### src/rtl/riscv_div_issue_if.sv
// Pipeline/divider/register-file bundle for the RV32 divide issue stage.
// slave is the issue block's view; master is the surrounding pipeline's view.
interface riscv_div_issue_if;
  logic        inst_valid_i;
  logic        inst_ready_o;
  logic [31:0] inst_opcode_i;
  logic [31:0] inst_pc_i;
  logic [31:0] inst_ra_operand_i;
  logic [31:0] inst_rb_operand_i;
  logic        div_opcode_valid_o;
  logic [31:0] div_opcode_opcode_o;
  logic [31:0] div_opcode_pc_o;
  logic [4:0]  div_opcode_rd_idx_o;
  logic [4:0]  div_opcode_ra_idx_o;
  logic [4:0]  div_opcode_rb_idx_o;
  logic [31:0] div_opcode_ra_operand_o;
  logic [31:0] div_opcode_rb_operand_o;
  logic        div_opcode_invalid_o;
  logic        div_writeback_valid_i;
  logic [31:0] div_writeback_value_i;
  logic        rf_wr_en_o;
  logic [4:0]  rf_wr_idx_o;
  logic [31:0] rf_wr_data_o;
  logic        busy_o;
  logic        timeout_o;

  modport slave (
    input  inst_valid_i, inst_opcode_i, inst_pc_i, inst_ra_operand_i, inst_rb_operand_i,
           div_writeback_valid_i, div_writeback_value_i,
    output inst_ready_o, div_opcode_valid_o, div_opcode_opcode_o, div_opcode_pc_o,
           div_opcode_rd_idx_o, div_opcode_ra_idx_o, div_opcode_rb_idx_o,
           div_opcode_ra_operand_o, div_opcode_rb_operand_o, div_opcode_invalid_o,
           rf_wr_en_o, rf_wr_idx_o, rf_wr_data_o, busy_o, timeout_o
  );

  modport master (
    output inst_valid_i, inst_opcode_i, inst_pc_i, inst_ra_operand_i, inst_rb_operand_i,
           div_writeback_valid_i, div_writeback_value_i,
    input  inst_ready_o, div_opcode_valid_o, div_opcode_opcode_o, div_opcode_pc_o,
           div_opcode_rd_idx_o, div_opcode_ra_idx_o, div_opcode_rb_idx_o,
           div_opcode_ra_operand_o, div_opcode_rb_operand_o, div_opcode_invalid_o,
           rf_wr_en_o, rf_wr_idx_o, rf_wr_data_o, busy_o, timeout_o
  );
endinterface

### src/rtl/riscv_div_issue.sv
// Single-slot issue stage for RV32M DIV/DIVU/REM/REMU: latch, issue, wait, write back.
// Optional WAIT watchdog enabled by defining RISCV_DIV_ISSUE_TIMEOUT_EN.
module riscv_div_issue #(
  parameter int TIMEOUT_CYCLES = 64
) (
  input  logic              clk_i,
  input  logic              rst_i,
  riscv_div_issue_if.slave  bus
);
  typedef enum logic [1:0] {IDLE = 2'd0, ISSUE = 2'd1, WAIT = 2'd2, WRITE = 2'd3} state_t;

  state_t      r_state, w_next;
  logic [31:0] r_opcode, r_pc, r_ra, r_rb, r_wb_data;
  logic        w_ready, w_accept, w_is_div, w_wb_take;
  logic        w_timeout_hit, w_timeout_flag;

  // Ready is masked during reset so the pipeline sees no acceptance window.
  assign w_ready   = (r_state == IDLE) & rst_i;
  assign w_accept  = bus.inst_valid_i & w_ready;
  assign w_is_div  = (bus.inst_opcode_i[6:0] == 7'b0110011) &
                     (bus.inst_opcode_i[31:25] == 7'b0000001) & bus.inst_opcode_i[14];
  assign w_wb_take = (r_state == WAIT) & bus.div_writeback_valid_i;

`ifdef RISCV_DIV_ISSUE_TIMEOUT_EN
  localparam int CW = $clog2(TIMEOUT_CYCLES + 1);
  logic [CW-1:0] r_wait_cnt;
  logic          r_timeout;

  always_ff @(posedge clk_i or negedge rst_i) begin
    if (!rst_i) begin
      r_wait_cnt <= '0;
      r_timeout  <= 1'b0;
    end else begin
      if (r_state == ISSUE)     r_wait_cnt <= '0;
      else if (r_state == WAIT) r_wait_cnt <= r_wait_cnt + CW'(1);
      if (r_state == WAIT)      r_timeout  <= w_timeout_hit;
    end
  end

  // Counter holds the number of WAIT cycles already spent; abort on the last one.
  assign w_timeout_hit  = (r_state == WAIT) & ~bus.div_writeback_valid_i &
                          (r_wait_cnt == CW'(TIMEOUT_CYCLES - 1));
  assign w_timeout_flag = r_timeout;
`else
  assign w_timeout_hit  = 1'b0;
  assign w_timeout_flag = 1'b0;
`endif

  always_ff @(posedge clk_i or negedge rst_i) begin
    if (!rst_i) r_state <= IDLE;
    else        r_state <= w_next;
  end

  always_comb begin
    w_next = r_state;
    case (r_state)
      IDLE:    if (w_accept && w_is_div) w_next = ISSUE;
      ISSUE:   w_next = WAIT;
      WAIT:    if (w_wb_take || w_timeout_hit) w_next = WRITE;
      WRITE:   w_next = IDLE;
      default: w_next = IDLE;
    endcase
  end

  always_comb begin
    bus.inst_ready_o       = w_ready;
    bus.busy_o             = (r_state != IDLE);
    bus.div_opcode_valid_o = (r_state == ISSUE);
    bus.rf_wr_en_o         = 1'b0;
    bus.rf_wr_idx_o        = 5'd0;
    bus.rf_wr_data_o       = 32'd0;
    bus.timeout_o          = 1'b0;
    if (r_state == WRITE) begin
      bus.rf_wr_en_o   = (r_opcode[11:7] != 5'd0);
      bus.rf_wr_idx_o  = r_opcode[11:7];
      bus.rf_wr_data_o = r_wb_data;
      bus.timeout_o    = w_timeout_flag;
    end
  end

  // Non-div instructions are latched too but never leave IDLE.
  always_ff @(posedge clk_i or negedge rst_i) begin
    if (!rst_i) begin
      r_opcode  <= '0;
      r_pc      <= '0;
      r_ra      <= '0;
      r_rb      <= '0;
      r_wb_data <= '0;
    end else begin
      if (w_accept) begin
        r_opcode <= bus.inst_opcode_i;
        r_pc     <= bus.inst_pc_i;
        r_ra     <= bus.inst_ra_operand_i;
        r_rb     <= bus.inst_rb_operand_i;
      end
      if (w_wb_take)          r_wb_data <= bus.div_writeback_value_i;
      else if (w_timeout_hit) r_wb_data <= 32'hFFFF_FFFF;
    end
  end

  assign bus.div_opcode_opcode_o     = r_opcode;
  assign bus.div_opcode_pc_o         = r_pc;
  assign bus.div_opcode_rd_idx_o     = r_opcode[11:7];
  assign bus.div_opcode_ra_idx_o     = r_opcode[19:15];
  assign bus.div_opcode_rb_idx_o     = r_opcode[24:20];
  assign bus.div_opcode_ra_operand_o = r_ra;
  assign bus.div_opcode_rb_operand_o = r_rb;
  assign bus.div_opcode_invalid_o    = 1'b0;
endmodule

### src/flat_wrapper.sv
// flat-port wrapper written by rule: the top's interface ports become plain ports
module riscv_div_issue_flat 
#(
  parameter int TIMEOUT_CYCLES = 64
)
  (clk_i, rst_i, bus_inst_valid_i, bus_inst_opcode_i, bus_inst_pc_i, bus_inst_ra_operand_i, bus_inst_rb_operand_i, bus_div_writeback_valid_i, bus_div_writeback_value_i, bus_inst_ready_o, bus_div_opcode_valid_o, bus_div_opcode_opcode_o, bus_div_opcode_pc_o, bus_div_opcode_rd_idx_o, bus_div_opcode_ra_idx_o, bus_div_opcode_rb_idx_o, bus_div_opcode_ra_operand_o, bus_div_opcode_rb_operand_o, bus_div_opcode_invalid_o, bus_rf_wr_en_o, bus_rf_wr_idx_o, bus_rf_wr_data_o, bus_busy_o, bus_timeout_o);
  riscv_div_issue_if bus_i ();
  input  logic clk_i;
  input  logic rst_i;
  input wire logic [$bits(bus_i.inst_valid_i)-1:0] bus_inst_valid_i;
  input wire logic [$bits(bus_i.inst_opcode_i)-1:0] bus_inst_opcode_i;
  input wire logic [$bits(bus_i.inst_pc_i)-1:0] bus_inst_pc_i;
  input wire logic [$bits(bus_i.inst_ra_operand_i)-1:0] bus_inst_ra_operand_i;
  input wire logic [$bits(bus_i.inst_rb_operand_i)-1:0] bus_inst_rb_operand_i;
  input wire logic [$bits(bus_i.div_writeback_valid_i)-1:0] bus_div_writeback_valid_i;
  input wire logic [$bits(bus_i.div_writeback_value_i)-1:0] bus_div_writeback_value_i;
  output wire logic [$bits(bus_i.inst_ready_o)-1:0] bus_inst_ready_o;
  output wire logic [$bits(bus_i.div_opcode_valid_o)-1:0] bus_div_opcode_valid_o;
  output wire logic [$bits(bus_i.div_opcode_opcode_o)-1:0] bus_div_opcode_opcode_o;
  output wire logic [$bits(bus_i.div_opcode_pc_o)-1:0] bus_div_opcode_pc_o;
  output wire logic [$bits(bus_i.div_opcode_rd_idx_o)-1:0] bus_div_opcode_rd_idx_o;
  output wire logic [$bits(bus_i.div_opcode_ra_idx_o)-1:0] bus_div_opcode_ra_idx_o;
  output wire logic [$bits(bus_i.div_opcode_rb_idx_o)-1:0] bus_div_opcode_rb_idx_o;
  output wire logic [$bits(bus_i.div_opcode_ra_operand_o)-1:0] bus_div_opcode_ra_operand_o;
  output wire logic [$bits(bus_i.div_opcode_rb_operand_o)-1:0] bus_div_opcode_rb_operand_o;
  output wire logic [$bits(bus_i.div_opcode_invalid_o)-1:0] bus_div_opcode_invalid_o;
  output wire logic [$bits(bus_i.rf_wr_en_o)-1:0] bus_rf_wr_en_o;
  output wire logic [$bits(bus_i.rf_wr_idx_o)-1:0] bus_rf_wr_idx_o;
  output wire logic [$bits(bus_i.rf_wr_data_o)-1:0] bus_rf_wr_data_o;
  output wire logic [$bits(bus_i.busy_o)-1:0] bus_busy_o;
  output wire logic [$bits(bus_i.timeout_o)-1:0] bus_timeout_o;
  assign bus_i.inst_valid_i = bus_inst_valid_i;
  assign bus_i.inst_opcode_i = bus_inst_opcode_i;
  assign bus_i.inst_pc_i = bus_inst_pc_i;
  assign bus_i.inst_ra_operand_i = bus_inst_ra_operand_i;
  assign bus_i.inst_rb_operand_i = bus_inst_rb_operand_i;
  assign bus_i.div_writeback_valid_i = bus_div_writeback_valid_i;
  assign bus_i.div_writeback_value_i = bus_div_writeback_value_i;
  assign bus_inst_ready_o = bus_i.inst_ready_o;
  assign bus_div_opcode_valid_o = bus_i.div_opcode_valid_o;
  assign bus_div_opcode_opcode_o = bus_i.div_opcode_opcode_o;
  assign bus_div_opcode_pc_o = bus_i.div_opcode_pc_o;
  assign bus_div_opcode_rd_idx_o = bus_i.div_opcode_rd_idx_o;
  assign bus_div_opcode_ra_idx_o = bus_i.div_opcode_ra_idx_o;
  assign bus_div_opcode_rb_idx_o = bus_i.div_opcode_rb_idx_o;
  assign bus_div_opcode_ra_operand_o = bus_i.div_opcode_ra_operand_o;
  assign bus_div_opcode_rb_operand_o = bus_i.div_opcode_rb_operand_o;
  assign bus_div_opcode_invalid_o = bus_i.div_opcode_invalid_o;
  assign bus_rf_wr_en_o = bus_i.rf_wr_en_o;
  assign bus_rf_wr_idx_o = bus_i.rf_wr_idx_o;
  assign bus_rf_wr_data_o = bus_i.rf_wr_data_o;
  assign bus_busy_o = bus_i.busy_o;
  assign bus_timeout_o = bus_i.timeout_o;
  riscv_div_issue #(.TIMEOUT_CYCLES(TIMEOUT_CYCLES)) u_core (.clk_i(clk_i), .rst_i(rst_i), .bus(bus_i));
endmodule
### config.mk
export PLATFORM = sky130hd
export DESIGN_NAME = riscv_div_issue_flat
export DESIGN_NICKNAME = d
export VERILOG_FILES = /design/src/rtl/riscv_div_issue_if.sv /design/src/rtl/riscv_div_issue.sv /design/src/flat_wrapper.sv
export SDC_FILE = /design/constraint.sdc
export NUM_CORES = 1
export LEC_CHECK = 0
export CORE_ASPECT_RATIO = 0.5
export CORE_UTILIZATION = 40
export CTS_CLUSTER_SIZE = 14
export DETAILED_ROUTE_END_ITERATION = 8
export PLACE_DENSITY_LB_ADDON = 0.15
export SLEW_MARGIN = 20
export SYNTH_ARGS = -nofsm -noshare
export SYNTH_HDL_FRONTEND = slang
export SYNTH_SLANG_ARGS = --single-unit
### constraint.sdc
create_clock -name clk_i -period 2.3 [get_ports clk_i]
set_input_delay 0.69 -clock clk_i [delete_from_list [all_inputs] [get_ports clk_i]]
set_output_delay 0.69 -clock clk_i [all_outputs]
set_load 0.02 [all_outputs]
---- Yosys cells after proc, flatten, opt, wreduce, memory -nomap -nowiden ----
Index checks and enable logic that the tools add are counted.
word-level totals
  input port bits ......................... 164
  register bits ........................... 162
cells by class
  eq/ne operators ......................... 7
  reductions and logical operators ........ 5
  muxes and demuxes ....................... 6
  bitwise gates (word level) .............. 5
operator list
  kind                                                    number
  2-to-1 mux 32 bit                                       1
  case mux 2 bit (4 select lines)                         1
  equality test 7 x 1 -> 1 bit (second input constant)    1
  equality test 7 x 6 -> 1 bit (second input constant)    1
  bitwise AND 1 bit                                       5
  2-to-1 mux 5 bit                                        1
  nonzero test 5 bit                                      1
  equality test 2 bit (second input constant)             2
  2-to-1 mux 2 bit                                        2
  equality test 2 x 1 -> 1 bit (second input constant)    1
  logical NOT 2 bit                                       1
  inequality test 2 x 1 -> 1 bit (second input constant)  1
  inequality test 2 bit (second input constant)           1
  AND reduction 2 bit                                     1
  nonzero test 2 bit                                      1
  logical AND 1 bit                                       1
  2-to-1 mux 1 bit                                        1

---- Depth between registers and ports, before layout ----
Gate-level depths: netlist of run 1.
  depth in word-level cells ............... 6
  mapped depth ............................ 7

---- Worst setup path after synthesis of run 1 ----
OpenSTA, ideal clock, no wires.
  path kind ............................... reg-to-output
  start ................................... register u_core.r_opcode[10], in the netlist u_core.bus.div_opcode_opcode_o[10]
  end ..................................... output bus_rf_wr_en_o
  cell stages (with the launch flop) ...... 3
  arrival time ............................ 1.229 ns
  slack ................................... 0.381 ns
  path buffers ............................ 0
  path through ............................ dfrtp_1 -> or4_1 -> o21a_1
between the ends
  word-level cells in the longest chain between the ends .. 2
RTL lines
  item                      line                   text
  start: declaration        riscv_div_issue.sv:13  logic [31:0] r_opcode, r_pc, r_ra, r_rb, r_wb_data;
  start signal: assignment  riscv_div_issue.sv:91  r_opcode <= bus.inst_opcode_i;
  nonzero test 5 bit        riscv_div_issue.sv:74  bus.rf_wr_en_o = (r_opcode[11:7] != 5'd0);
  2-to-1 mux 1 bit          riscv_div_issue.sv:73  if (r_state == WRITE) begin
  end: declaration          flat_wrapper.sv:27     output wire logic [$bits(bus_i.rf_wr_en_o)-1:0] bus_rf_wr_en_o;
Every way passes these cells.

---- Final worst setup path of run 1 ----
Same ends and word-level chain as after synthesis.

==> qor_table.md, run 1 <==
| Result | Value | Unit |
|---|---|---|
| Result of the run | finished with violations | - |
| Failing checks | negative setup slack | - |
| Path type of the worst setup path | flip-flop to output port | - |
| Worst min-delay path class | input port to async pin | - |
| Clock tree from TritonCTS | yes | - |
| Power Internal | 10.2 | mW |
| Synth Cell Area | 6640 | µm² |
| Global-route wire length before repair | 27.1 | mm |
| Final design area excluding fillers | 10700 | µm² |
| Total Routed Length | 17.6 | mm |
| Ys async rst share | 100 | % |
| Worst setup margin | -3.50 | ps |
| Warnings, synthesis | 0 | - |
| Vias post-DR | 4676 | - |
| Port Buffer Count | 347 | - |
| Cells taking the most area after synthesis | sky130_fd_sc_hd__dfrtp_1 61%, sky130_fd_sc_hd__mux2_2 27%, sky130_fd_sc_hd__and2_1 3.6% | - |
| Power dissipated by switching net loads | 5.52 | mW |
| Type of destination of the critical path | output port | - |
| FF+latch count, synth | 162 | - |
| Critical path peak fanout | 2 | - |
| Synthesized instance count | 431 | - |
| Number of sinks driven by the clock tree | 162 | - |
| Predominant post-synthesis flop cell | sky130_fd_sc_hd__dfrtp_1 | - |
| Hpwl dp | 12.9 | mm |
| Combinational share of power | 50.4 | % |
| Worst hold slack across all endpoints | 210 | ps |
| Average detailed-routed wire length per instance | 17.4 | µm |
| Unrepaired setup endpoints after global routing | true | - |
| Fraction of power spent switching nets | 35.0 | % |
| Max-slew violation total from the final report | 0 | - |
| Number of antenna violations at the first check in global routing | 0 | - |
| Latest clock arrival within the worst-skew pair | 410 | ps |
| Distinct cell type count after synthesis | 28 | - |
| Worst path max stage delay | 510 | ps |
| Leakage power | 4.60 | nW |
| Standard cell core area | 15800 | µm² |
| Upper clock frequency limit | 434 | MHz |
| Syn Area/Cell | 15.4 | µm² |
| Post-synth EDFFs | 0 | - |
| Arrival time at the worst endpoint | 1610 | ps |
| Via-to-Cell Ratio | 4.63 | - |
| DRT antenna net count | 0 | - |
| Total number of nets in the final design | 951 | - |
| Synth-to-Final Area Change | 61.8 | % |
| CP Cell Sequence | or4_1 -> o21a_1 -> buf_6 | - |
| Cts hold-fix bufs | 0 | - |
| Cell type contributing the most total cell area after synthesis | sky130_fd_sc_hd__dfrtp_1 | - |
| Launching element type of the critical path | flip-flop | - |
| R2R setup slack | 500 | ps |
| Maximum number of pins on one net before global-route repair | 117 | - |
| Number of standard cells in the layout, taps in and fillers out | 1011 | - |
| Most numerous cell types in the synthesized netlist | 162 x sky130_fd_sc_hd__dfrtp_1, 159 x sky130_fd_sc_hd__mux2_2, 38 x sky130_fd_sc_hd__and2_1 | - |
| Transition at the pin with the smallest max-transition slack | 622 | ps |
| Number of levels in the clock H-tree | 4 | - |
| Clock Tree Buf Depth | 2 | - |
| Pre-CTS setup slack | -82.0 | ps |
| Via count of the first global-routing pass | 5100 | - |
| Die Footprint | 17200 | µm² |
| Final critical path time including I/O delays and setup | 2300 | ps |
| Relative slew margins | 58.5 | % |
| Count of placed standard cells including taps | 980 | - |
| Total of max-cap violations | 0 | - |
| Hold Fails Final Rpt | 0 | - |
| Final worst-path cycle share | 100 | % |
| Power density of the placed cells | 1470 | nW/µm² |
| Die boundary width | 184 | µm |
| Routability cong. | 0.750 | - |
| First drt pass iteration count | 4 | - |
| Maximum vdd drop | 0.731 | mV |
| Required arrival time at the worst endpoint | 1610 | ps |
| Clock-pin slew on the worst setup and hold paths | 60 | ps |
| Clk network pwr share | 17.6 | % |
| Cell area after placement | 10300 | µm² |
| Cell with the largest stage delay on the worst path | sky130_fd_sc_hd__or4_1 | - |
| Clock Skew | 9.11 | ps |
| Share of cells above drive strength 1 | 32.8 | % |
| Standard-cell row count | 32 | - |
| Sum of overflow across all layers after global routing | 0 | - |
| DR iter-0 viols | 175 | - |
| Root buffer cell | sky130_fd_sc_hd__clkbuf_16 | - |
| I/O pin count | 350 | - |
| Most common cell in the synthesized netlist | sky130_fd_sc_hd__dfrtp_1 | - |
| Area share of the largest cell type after synthesis | 61.1 | % |
| Sequential cell fraction of total power | 32.1 | % |
| Diode count | 0 | - |
| GRT Total Usage | 20.9 | % |
| Setup TNS | -3.50 | ps |
| Starting density of the core | 42.0 | % |
| Detailed-route DRC error count | 0 | - |
| Fill cells | 1212 | - |
| Die height | 93.1 | µm |
| Clock buffers created by TritonCTS | 17 | - |
| Portion of the post-synthesis area used by sequential elements | 61.1 | % |
| Final setup viols | 1 | - |
[worst max-delay path, delay by kind of cell, from the launching register on]
kind,cells,cell delay (ps)
flops,1,380
buf+inv,1,130
compound gates,1,190
simple gates,1,510
[layout make-up]
cell class	instances	area (µm²)	area share, %
tap	221	277	2.57
clock buffer	19	443	4.12
multi-input combinational	229	2310	21.5
clock inverter	8	115	1.07
timing repair buffer	369	3530	32.9
sequential	162	4060	37.7
inverter	3	11.3	0.105
[logic make-up (layout without fill, tap and decap cells)]
group | count (synthesis) | in the layout | share of synthesized area (%)
AO/OA/AOI/OAI | 5 | 5 | 0.659
adder cells (fa/ha/maj) | 5 | 5 | 0.942
buffers and inverters | 41 | 399 | 4.69
flip-flops | 162 | 162 | 61.1
multiplexers | 161 | 161 | 27.3
other | 1 | 2 | 0.0565
AND/OR/NAND/NOR | 56 | 56 | 5.31
[path summary, 6_finish.rpt]
| kind | start | to | cells past startpoint |
|---|---|---|---|
| worst max-delay path | u_core.bus.div_opcode_opcode_o[10]$_DFFE_PN0P_ | bus_rf_wr_en_o | 3 |
| worst min-delay path | rst_i | u_core.bus.div_opcode_rb_operand_o[17]$_DFFE_PN0P_ | 2 |
| worst max register to register | u_core.r_state[0]$_DFFE_PN0P_ | u_core.bus.div_opcode_opcode_o[17]$_DFFE_PN0P_ | 5 |
| worst min register to register | u_core.bus.div_opcode_opcode_o[14]$_DFFE_PN0P_ | u_core.bus.div_opcode_opcode_o[14]$_DFFE_PN0P_ | 2 |
| max in group asynchronous | rst_i | u_core.bus.div_opcode_ra_operand_o[22]$_DFFE_PN0P_ | 3 |
| min in group clk_i | u_core.bus.div_opcode_opcode_o[14]$_DFFE_PN0P_ | u_core.bus.div_opcode_opcode_o[14]$_DFFE_PN0P_ | 2 |
[routing by layer]
metal  part of all wire, %  routed length [µm]  GRT usage, %
met1                    38                6750          22.9
met2                    52                9210          37.8
met3                   8.1                1430          8.06
met4                   1.2                 219          6.11
met5                     0                   0             0
[placed cells by master (no fill, tap or decap), types with 2 or more instances in the layout]
master                            instances
sky130_fd_sc_hd__and2_1                  38
sky130_fd_sc_hd__and4bb_2                 2
sky130_fd_sc_hd__buf_12                   6
sky130_fd_sc_hd__buf_2                   39
sky130_fd_sc_hd__buf_4                   15
sky130_fd_sc_hd__buf_6                    2
sky130_fd_sc_hd__bufinv_16                3
sky130_fd_sc_hd__clkbuf_16               18
sky130_fd_sc_hd__clkdlybuf4s50_1        305
sky130_fd_sc_hd__clkinv_2                 5
sky130_fd_sc_hd__conb_1                   2
sky130_fd_sc_hd__dfrtp_1                161
sky130_fd_sc_hd__ha_1                     3
sky130_fd_sc_hd__ha_4                     2
sky130_fd_sc_hd__inv_2                    2
sky130_fd_sc_hd__mux2_2                 159
sky130_fd_sc_hd__nand2_1                  5
sky130_fd_sc_hd__nand4_1                  3
[state kept, by name (all words and copies together), names as in the netlist]
register,flops
u_core.bus.div_opcode_opcode_o,32
u_core.bus.div_opcode_pc_o,32
u_core.bus.div_opcode_ra_operand_o,32
u_core.bus.div_opcode_rb_operand_o,32
u_core.r_state,2
u_core.r_wb_data,32
[repair_timing]
| action | CTS | global route |
|---|---|---|
| endpoints found under the setup margin | 41 | 31 |
| gates cloned | 0 | 1 |
| resized for setup | 139 | 34 |
| endpoints found under the hold margin | 0 | 0 |
| buffers inserted | 3 | 0 |
[per-stage QoR]
stage | util, % | total power, mW
6_report | 67.9 | 15.7
5_1_grt | 67.9 | 16.6
4_1_cts | 68.7 | 15.9
3_5_place_dp | 65.2 | 13.2
3_3_place_gp | 65.2 | 13.0
2_1_floorplan | - | 9.23
[power by group through the flow]
stage	registers, mW	logic (mW)	clock network (mW)
finish	5.05	7.93	2.77
global route	5.26	8.38	2.96
CTS	5.05	8.06	2.84
detailed placement	5.09	8.10	0
global placement	5.00	7.99	0
floorplan	6.44	2.79	0
Power figures use the tool's default switching activity.
==> inputs of run 2 (changes only) <==
--- a/config.mk
+++ b/config.mk
@@ -5,8 +5,10 @@
 export SDC_FILE = /design/constraint.sdc
 export NUM_CORES = 1
 export LEC_CHECK = 0
+export CELL_PAD_IN_SITES_DETAIL_PLACEMENT = 1
+export CELL_PAD_IN_SITES_GLOBAL_PLACEMENT = 1
 export CORE_ASPECT_RATIO = 0.5
-export CORE_UTILIZATION = 40
+export CORE_UTILIZATION = 31
 export CTS_CLUSTER_SIZE = 14
 export DETAILED_ROUTE_END_ITERATION = 8
 export PLACE_DENSITY_LB_ADDON = 0.15
==> qor_table.md, run 2 (synthesis gave the netlist of run 1 again) <==
| Result | Value | Unit |
|---|---|---|
| Share of cells above drive strength 1 | 33.3 | % |
| Power dissipated by switching net loads | 5.70 | mW |
| Transition at the pin with the smallest max-transition slack | 644 | ps |
| Combinational share of power | 50.0 | % |
| Starting density of the core | 31.9 | % |
| Pre-CTS setup slack | -97.0 | ps |
| Number of antenna violations at the first check in global routing | 0 | - |
| Commonest non-fill, non-tap cells in the layout | 303 x sky130_fd_sc_hd__clkdlybuf4s50_1, 160 x sky130_fd_sc_hd__dfrtp_1, 159 x sky130_fd_sc_hd__mux2_2 | - |
| Vias post-DR | 4756 | - |
| Leakage power | 4.63 | nW |
| Number of levels in the clock H-tree | 4 | - |
| Final critical path time including I/O delays and setup | 2340 | ps |
| Die boundary width | 209 | µm |
| Diode count | 0 | - |
| Die height | 105 | µm |
| Clock-pin slew on the worst setup and hold paths | 70 | ps |
| Required arrival time at the worst endpoint | 1610 | ps |
| Port Buffer Count | 347 | - |
| Worst path max stage delay | 520 | ps |
| Number of sinks driven by the clock tree | 162 | - |
| Sum of overflow across all layers after global routing | 0 | - |
| Synth-to-Final Area Change | 64.1 | % |
| Cell with the largest stage delay on the worst path | sky130_fd_sc_hd__or4_1 | - |
| Worst setup margin | -43.9 | ps |
| Via-to-Cell Ratio | 4.45 | - |
| Failing checks | negative setup slack | - |
| CP Cell Sequence | or4_1 -> o21a_1 -> buf_6 | - |
| Final setup viols | 1 | - |
| Power Internal | 10.3 | mW |
| Arrival time at the worst endpoint | 1650 | ps |
| DR iter-0 viols | 107 | - |
| Total number of nets in the final design | 953 | - |
| Path type of the worst setup path | flip-flop to output port | - |
| Setup TNS | -43.9 | ps |
| Total of max-cap violations | 0 | - |
| Sequential cell fraction of total power | 31.7 | % |
| Detailed-route DRC error count | 0 | - |
| Worst min-delay path class | input port to async pin | - |
| Cts hold-fix bufs | 0 | - |
| Power density of the placed cells | 1470 | nW/µm² |
| Maximum vdd drop | 0.654 | mV |
| Hold Fails Final Rpt | 0 | - |
| Clock Skew | 8.05 | ps |
| Utilization after layout | 52.4 | % |
| Worst r2r path cells | 5 | - |
| Average detailed-routed wire length per instance | 18.5 | µm |
| Type of destination of the critical path | output port | - |
| DRT antenna net count | 0 | - |
| Global-route wire length before repair | 30.8 | mm |
| GRT Total Usage | 18.6 | % |
| Sequential Area | 4060 | µm² |
| Result of the run | finished with violations | - |
| Upper clock frequency limit | 427 | MHz |
| Standard-cell row count | 37 | - |
| Critical path peak fanout | 2 | - |
| Hpwl dp | 14.9 | mm |
| Unrepaired setup endpoints after global routing | true | - |
| I/O pin count | 350 | - |
| Clock tree from TritonCTS | yes | - |
| Area of combinational cells with multiple inputs | 2310 | µm² |
| Launching element type of the critical path | flip-flop | - |
| Clock buffers created by TritonCTS | 17 | - |
| Die Footprint | 22000 | µm² |
| Total power | 16.0 | mW |
| Fraction of power spent switching nets | 35.6 | % |
| Clk network pwr share | 18.4 | % |
| Total Routed Length | 19.8 | mm |
| Latest clock arrival within the worst-skew pair | 430 | ps |
| Worst hold slack across all endpoints | 208 | ps |
| Routability cong. | 0.740 | - |
| Final worst-path cycle share | 102 | % |
| Fill cells | 2108 | - |
| Leading cell type in the layout, fill and taps excluded | sky130_fd_sc_hd__clkdlybuf4s50_1 | - |
| Root buffer cell | sky130_fd_sc_hd__clkbuf_16 | - |
| Max-slew violation total from the final report | 0 | - |
| First drt pass iteration count | 4 | - |
| Clock Tree Buf Depth | 2 | - |
| Relative slew margins | 57.1 | % |
| Maximum number of pins on one net before global-route repair | 107 | - |
| Standard cell core area | 20800 | µm² |
| Via count of the first global-routing pass | 5357 | - |
-- run 2: cell types whose count changed in the layout (fill, tap and decap cells not counted), moves of 2 or more --
cell / change
sky130_fd_sc_hd__buf_8: +2
sky130_fd_sc_hd__clkinvlp_4: +5
sky130_fd_sc_hd__clkdlybuf4s50_1: -2
sky130_fd_sc_hd__clkinv_2: -5
sky130_fd_sc_hd__clkbuf_8: +5
sky130_fd_sc_hd__dlymetal6s2s_1: +2
-- run 2: layout make-up --
cell class | instances | area share (%)
Sequential cell | 162 | 37.2
Timing Repair Buffer | 371 | 32.8
Inverter | 3 | 0.103
Multi-Input combinational cell | 229 | 21.2
Clock buffer | 24 | 4.70
Clock inverter | 7 | 0.896
Tap cell | 273 | 3.13
-- run 2: layer usage --
metal / part of all wire (%) / wire (µm) / up-vias / track usage, %
met3: 5.5 / 1090 / 24 / 6.08
met4: 2.0 / 402 / 0 / 6.62
li1: - / - / 2184 / -
met2: 53 / 10500 / 122 / 33.0
met1: 39 / 7810 / 2426 / 21.0
met5: 0 / 0 / - / 0
-- run 2: final timing paths --
path                                                               start                                        endpoint  slack [ps]
max in group asynchronous                                          rst_i                   u_core.r_state[1]$_DFFE_PN0P_        1210
min in group clk_i                      u_core.r_wb_data[13]$_DFFE_PN0P_                u_core.r_wb_data[13]$_DFFE_PN0P_         500
max reg2reg                                u_core.r_state[0]$_DFFE_PN0P_      u_core.bus.div_opcode_pc_o[10]$_DFFE_PN0P_         500
min                                                                rst_i  u_core.bus.div_opcode_opcode_o[27]$_DFFE_PN0P_         210
max                        u_core.bus.div_opcode_opcode_o[8]$_DFFE_PN0P_                                  bus_rf_wr_en_o         -40
min reg2reg                             u_core.r_wb_data[13]$_DFFE_PN0P_                u_core.r_wb_data[13]$_DFFE_PN0P_         500
-- run 2: critical path: cells and delay by family (launching register included) --
| kind | cells | cell delay, ps |
|---|---|---|
| buffers and inverters | 1 | 130 |
| DFF | 1 | 370 |
| and+or+nand+nor | 1 | 520 |
| AOI/OAI and AO/OA | 1 | 210 |
-- run 2: stage by stage --
stage | cell area [µm²] | std cells
global route | 10900 | 1069
global placement | 10400 | 1036
floorplan | 6640 | 432
CTS | 10900 | 1068
finish | 10900 | 1069
detailed placement | 10400 | 1036
-- run 2: power by group through the flow --
stage	combinational (mW)	sequential, mW	clock, mW
floorplan	2.79	6.44	0
global placement	8.10	5.01	0
detailed placement	8.23	5.11	0
CTS	8.12	5.09	3.04
global route	8.43	5.28	3.13
finish	8.00	5.07	2.94
-- run 2: repair_timing --
| action | in CTS | in global routing |
|---|---|---|
| gates resized for setup | 173 | 6 |
| buffers inserted | 1 | 1 |
| pin swaps | 2 | 2 |
| setup endpoints to repair | 41 | 3 |
==> inputs of run 3 (changes only) <==
--- a/config.mk
+++ b/config.mk
@@ -11,6 +11,7 @@
 export CORE_UTILIZATION = 31
 export CTS_CLUSTER_SIZE = 14
 export DETAILED_ROUTE_END_ITERATION = 8
+export GPL_TIMING_DRIVEN = 0
 export PLACE_DENSITY_LB_ADDON = 0.15
 export SLEW_MARGIN = 20
 export SYNTH_ARGS = -nofsm -noshare
==> qor_table.md, run 3 (synthesis gave the netlist of run 1 again) <==
| Result | Value | Unit |
|---|---|---|
| Vias post-DR | 4905 | - |
| Global-route wire length before repair | 32.4 | mm |
| Starting density of the core | 31.9 | % |
| Via-to-Cell Ratio | 4.45 | - |
| Clock Skew | 8.09 | ps |
| Standard-cell row count | 37 | - |
| Critical path peak fanout | 5 | - |
| Failing checks | negative setup slack | - |
| Share of cells above drive strength 1 | 38.2 | % |
| Routability cong. | 0.708 | - |
| Leakage power | 4.98 | nW |
| Final critical path time including I/O delays and setup | 2330 | ps |
| Utilization after layout | 55.4 | % |
| Setup TNS | -30.8 | ps |
| Launching element type of the critical path | flip-flop | - |
| Fill cells | 2023 | - |
| I/O pin count | 350 | - |
| Final design area excluding fillers | 11500 | µm² |
| Number of antenna violations at the first check in global routing | 0 | - |
| Worst setup margin | -30.8 | ps |
| Max-slew violation total from the final report | 0 | - |
| Unrepaired setup endpoints after global routing | true | - |
| Upper clock frequency limit | 429 | MHz |
| Sum of overflow across all layers after global routing | 0 | - |
| Cell area after placement | 10500 | µm² |
| Detailed-route DRC error count | 0 | - |
| Clock Tree Buf Depth | 2 | - |
| Die height | 105 | µm |
| Final setup viols | 1 | - |
| Root buffer cell | sky130_fd_sc_hd__clkbuf_16 | - |
| Synth-to-Final Area Change | 73.5 | % |
| Hold Fails Final Rpt | 0 | - |
| Sequential Area | 4050 | µm² |
| Standard cell core area | 20800 | µm² |
| Path type of the worst setup path | flip-flop to output port | - |
| Worst hold slack across all endpoints | 59.0 | ps |
| Result of the run | finished with violations | - |
| Commonest non-fill, non-tap cells in the layout | 301 x sky130_fd_sc_hd__clkdlybuf4s50_1, 162 x sky130_fd_sc_hd__dfrtp_1, 159 x sky130_fd_sc_hd__mux2_2 | - |
| Die boundary width | 209 | µm |
| Area of combinational cells with multiple inputs | 2360 | µm² |
| Worst min-delay path class | input port to async pin | - |
| Clock-pin slew on the worst setup and hold paths | 60 | ps |
| Final worst-path cycle share | 101 | % |
| Via count of the first global-routing pass | 5567 | - |
| Arrival time at the worst endpoint | 1640 | ps |
| Number of sinks driven by the clock tree | 162 | - |
| Power density of the placed cells | 1470 | nW/µm² |
| Total of max-cap violations | 0 | - |
| Number of levels in the clock H-tree | 4 | - |
| GRT Total Usage | 19.7 | % |
| Diode count | 0 | - |
| DRT antenna net count | 0 | - |
| Required arrival time at the worst endpoint | 1610 | ps |
| Total number of nets in the final design | 986 | - |
| First drt pass iteration count | 4 | - |
| Die Footprint | 22000 | µm² |
| Hpwl dp | 15.0 | mm |
| Total power | 16.9 | mW |
| Clock tree from TritonCTS | yes | - |
| Type of destination of the critical path | output port | - |
| Average detailed-routed wire length per instance | 18.8 | µm |
| Port Buffer Count | 347 | - |
| Maximum vdd drop | 0.584 | mV |
| Leading cell type in the layout, fill and taps excluded | sky130_fd_sc_hd__clkdlybuf4s50_1 | - |
| Latest clock arrival within the worst-skew pair | 430 | ps |
| Total Routed Length | 20.7 | mm |
| Maximum number of pins on one net before global-route repair | 44 | - |
| Clock buffers created by TritonCTS | 17 | - |
| DR iter-0 viols | 100 | - |
==> run 3: cell count changes in the layout (fill, tap and decap cells not counted), sizes merged <==
cell	before	now
bufbuf	0	5
clkinv	0	3
clkdlybuf4s15	1	0
clkdlybuf4s50	303	301
bufinv	2	6
buf	65	93
clkinvlp	5	1
==> run 3: stage by stage <==
step,setup slack [ps],std cells
floorplan,381,432
global placement,-7050,1052
detailed placement,-933,1054
CTS,-58.5,1101
global route,-94.7,1102
finish,-30.8,1102
==> run 3: layout make-up <==
| class | count | area share, % |
|---|---|---|
| Sequential cell | 162 | 35.2 |
| Timing Repair Buffer | 366 | 32.5 |
| Multi-Input combinational cell | 229 | 20.5 |
| Clock buffer | 21 | 3.91 |
| Buffer | 38 | 3.07 |
| Tap cell | 273 | 2.97 |
| Clock inverter | 10 | 1.79 |
| Inverter | 3 | 0.141 |
==> run 3: what timing repair did <==
item / 4_1_cts / 5_1_grt
cloned: 8 / 0
resized for setup: 232 / 31
buffers inserted: 8 / 1
hold buffers: 0 / 0
endpoints found under the setup margin: 161 / 30
pin swaps: 1 / 2
==> run 3: power breakdown <==
| group | switching (mW) | total, mW | leakage [nW] | internal [mW] |
|---|---|---|---|---|
| combinational | 3.89 | 8.62 | 2.72 | 4.74 |
| sequential | 0.774 | 5.08 | 1.93 | 4.31 |
| clock | 1.16 | 3.21 | 0.317 | 2.06 |
| total | 5.82 | 16.9 | 4.98 | 11.1 |
==> run 3: critical path: stages, from the launching register on <==
cell                      delay [ps]
sky130_fd_sc_hd__dfrtp_1         410
sky130_fd_sc_hd__or4_1           480
sky130_fd_sc_hd__o21a_1          190
sky130_fd_sc_hd__buf_6           130
==> run 3: final timing paths <==
kind / startpoint / end / slack [ps] / cells after the start
setup / recovery: u_core.bus.div_opcode_opcode_o[8]$_DFFE_PN0P_ / bus_rf_wr_en_o / -30 / 3
setup reg to reg: u_core.r_state[1]$_DFFE_PN0P_ / u_core.r_wb_data[29]$_DFFE_PN0P_ / 300 / 7
min in group clk_i: u_core.bus.div_opcode_opcode_o[14]$_DFFE_PN0P_ / u_core.bus.div_opcode_opcode_o[14]$_DFFE_PN0P_ / 490 / 2
max in group asynchronous: rst_i / u_core.bus.div_opcode_ra_operand_o[30]$_DFFE_PN0P_ / 1510 / 3
hold reg to reg: u_core.bus.div_opcode_opcode_o[14]$_DFFE_PN0P_ / u_core.bus.div_opcode_opcode_o[14]$_DFFE_PN0P_ / 490 / 2
hold / removal: rst_i / u_core.bus.div_opcode_ra_operand_o[23]$_DFFE_PN0P_ / 60 / 1
==> run 3: routing by layer <==
metal | vias up | part of all wire [%] | routed length (µm) | global-route usage, %
li1 | 2241 | - | - | -
met1 | 2515 | 40 | 8240 | 22.1
met2 | 124 | 53 | 11000 | 35.3
met5 | - | 0 | 0 | 0
met3 | 25 | 5.5 | 1140 | 6.38
met4 | 0 | 1.8 | 371 | 6.62
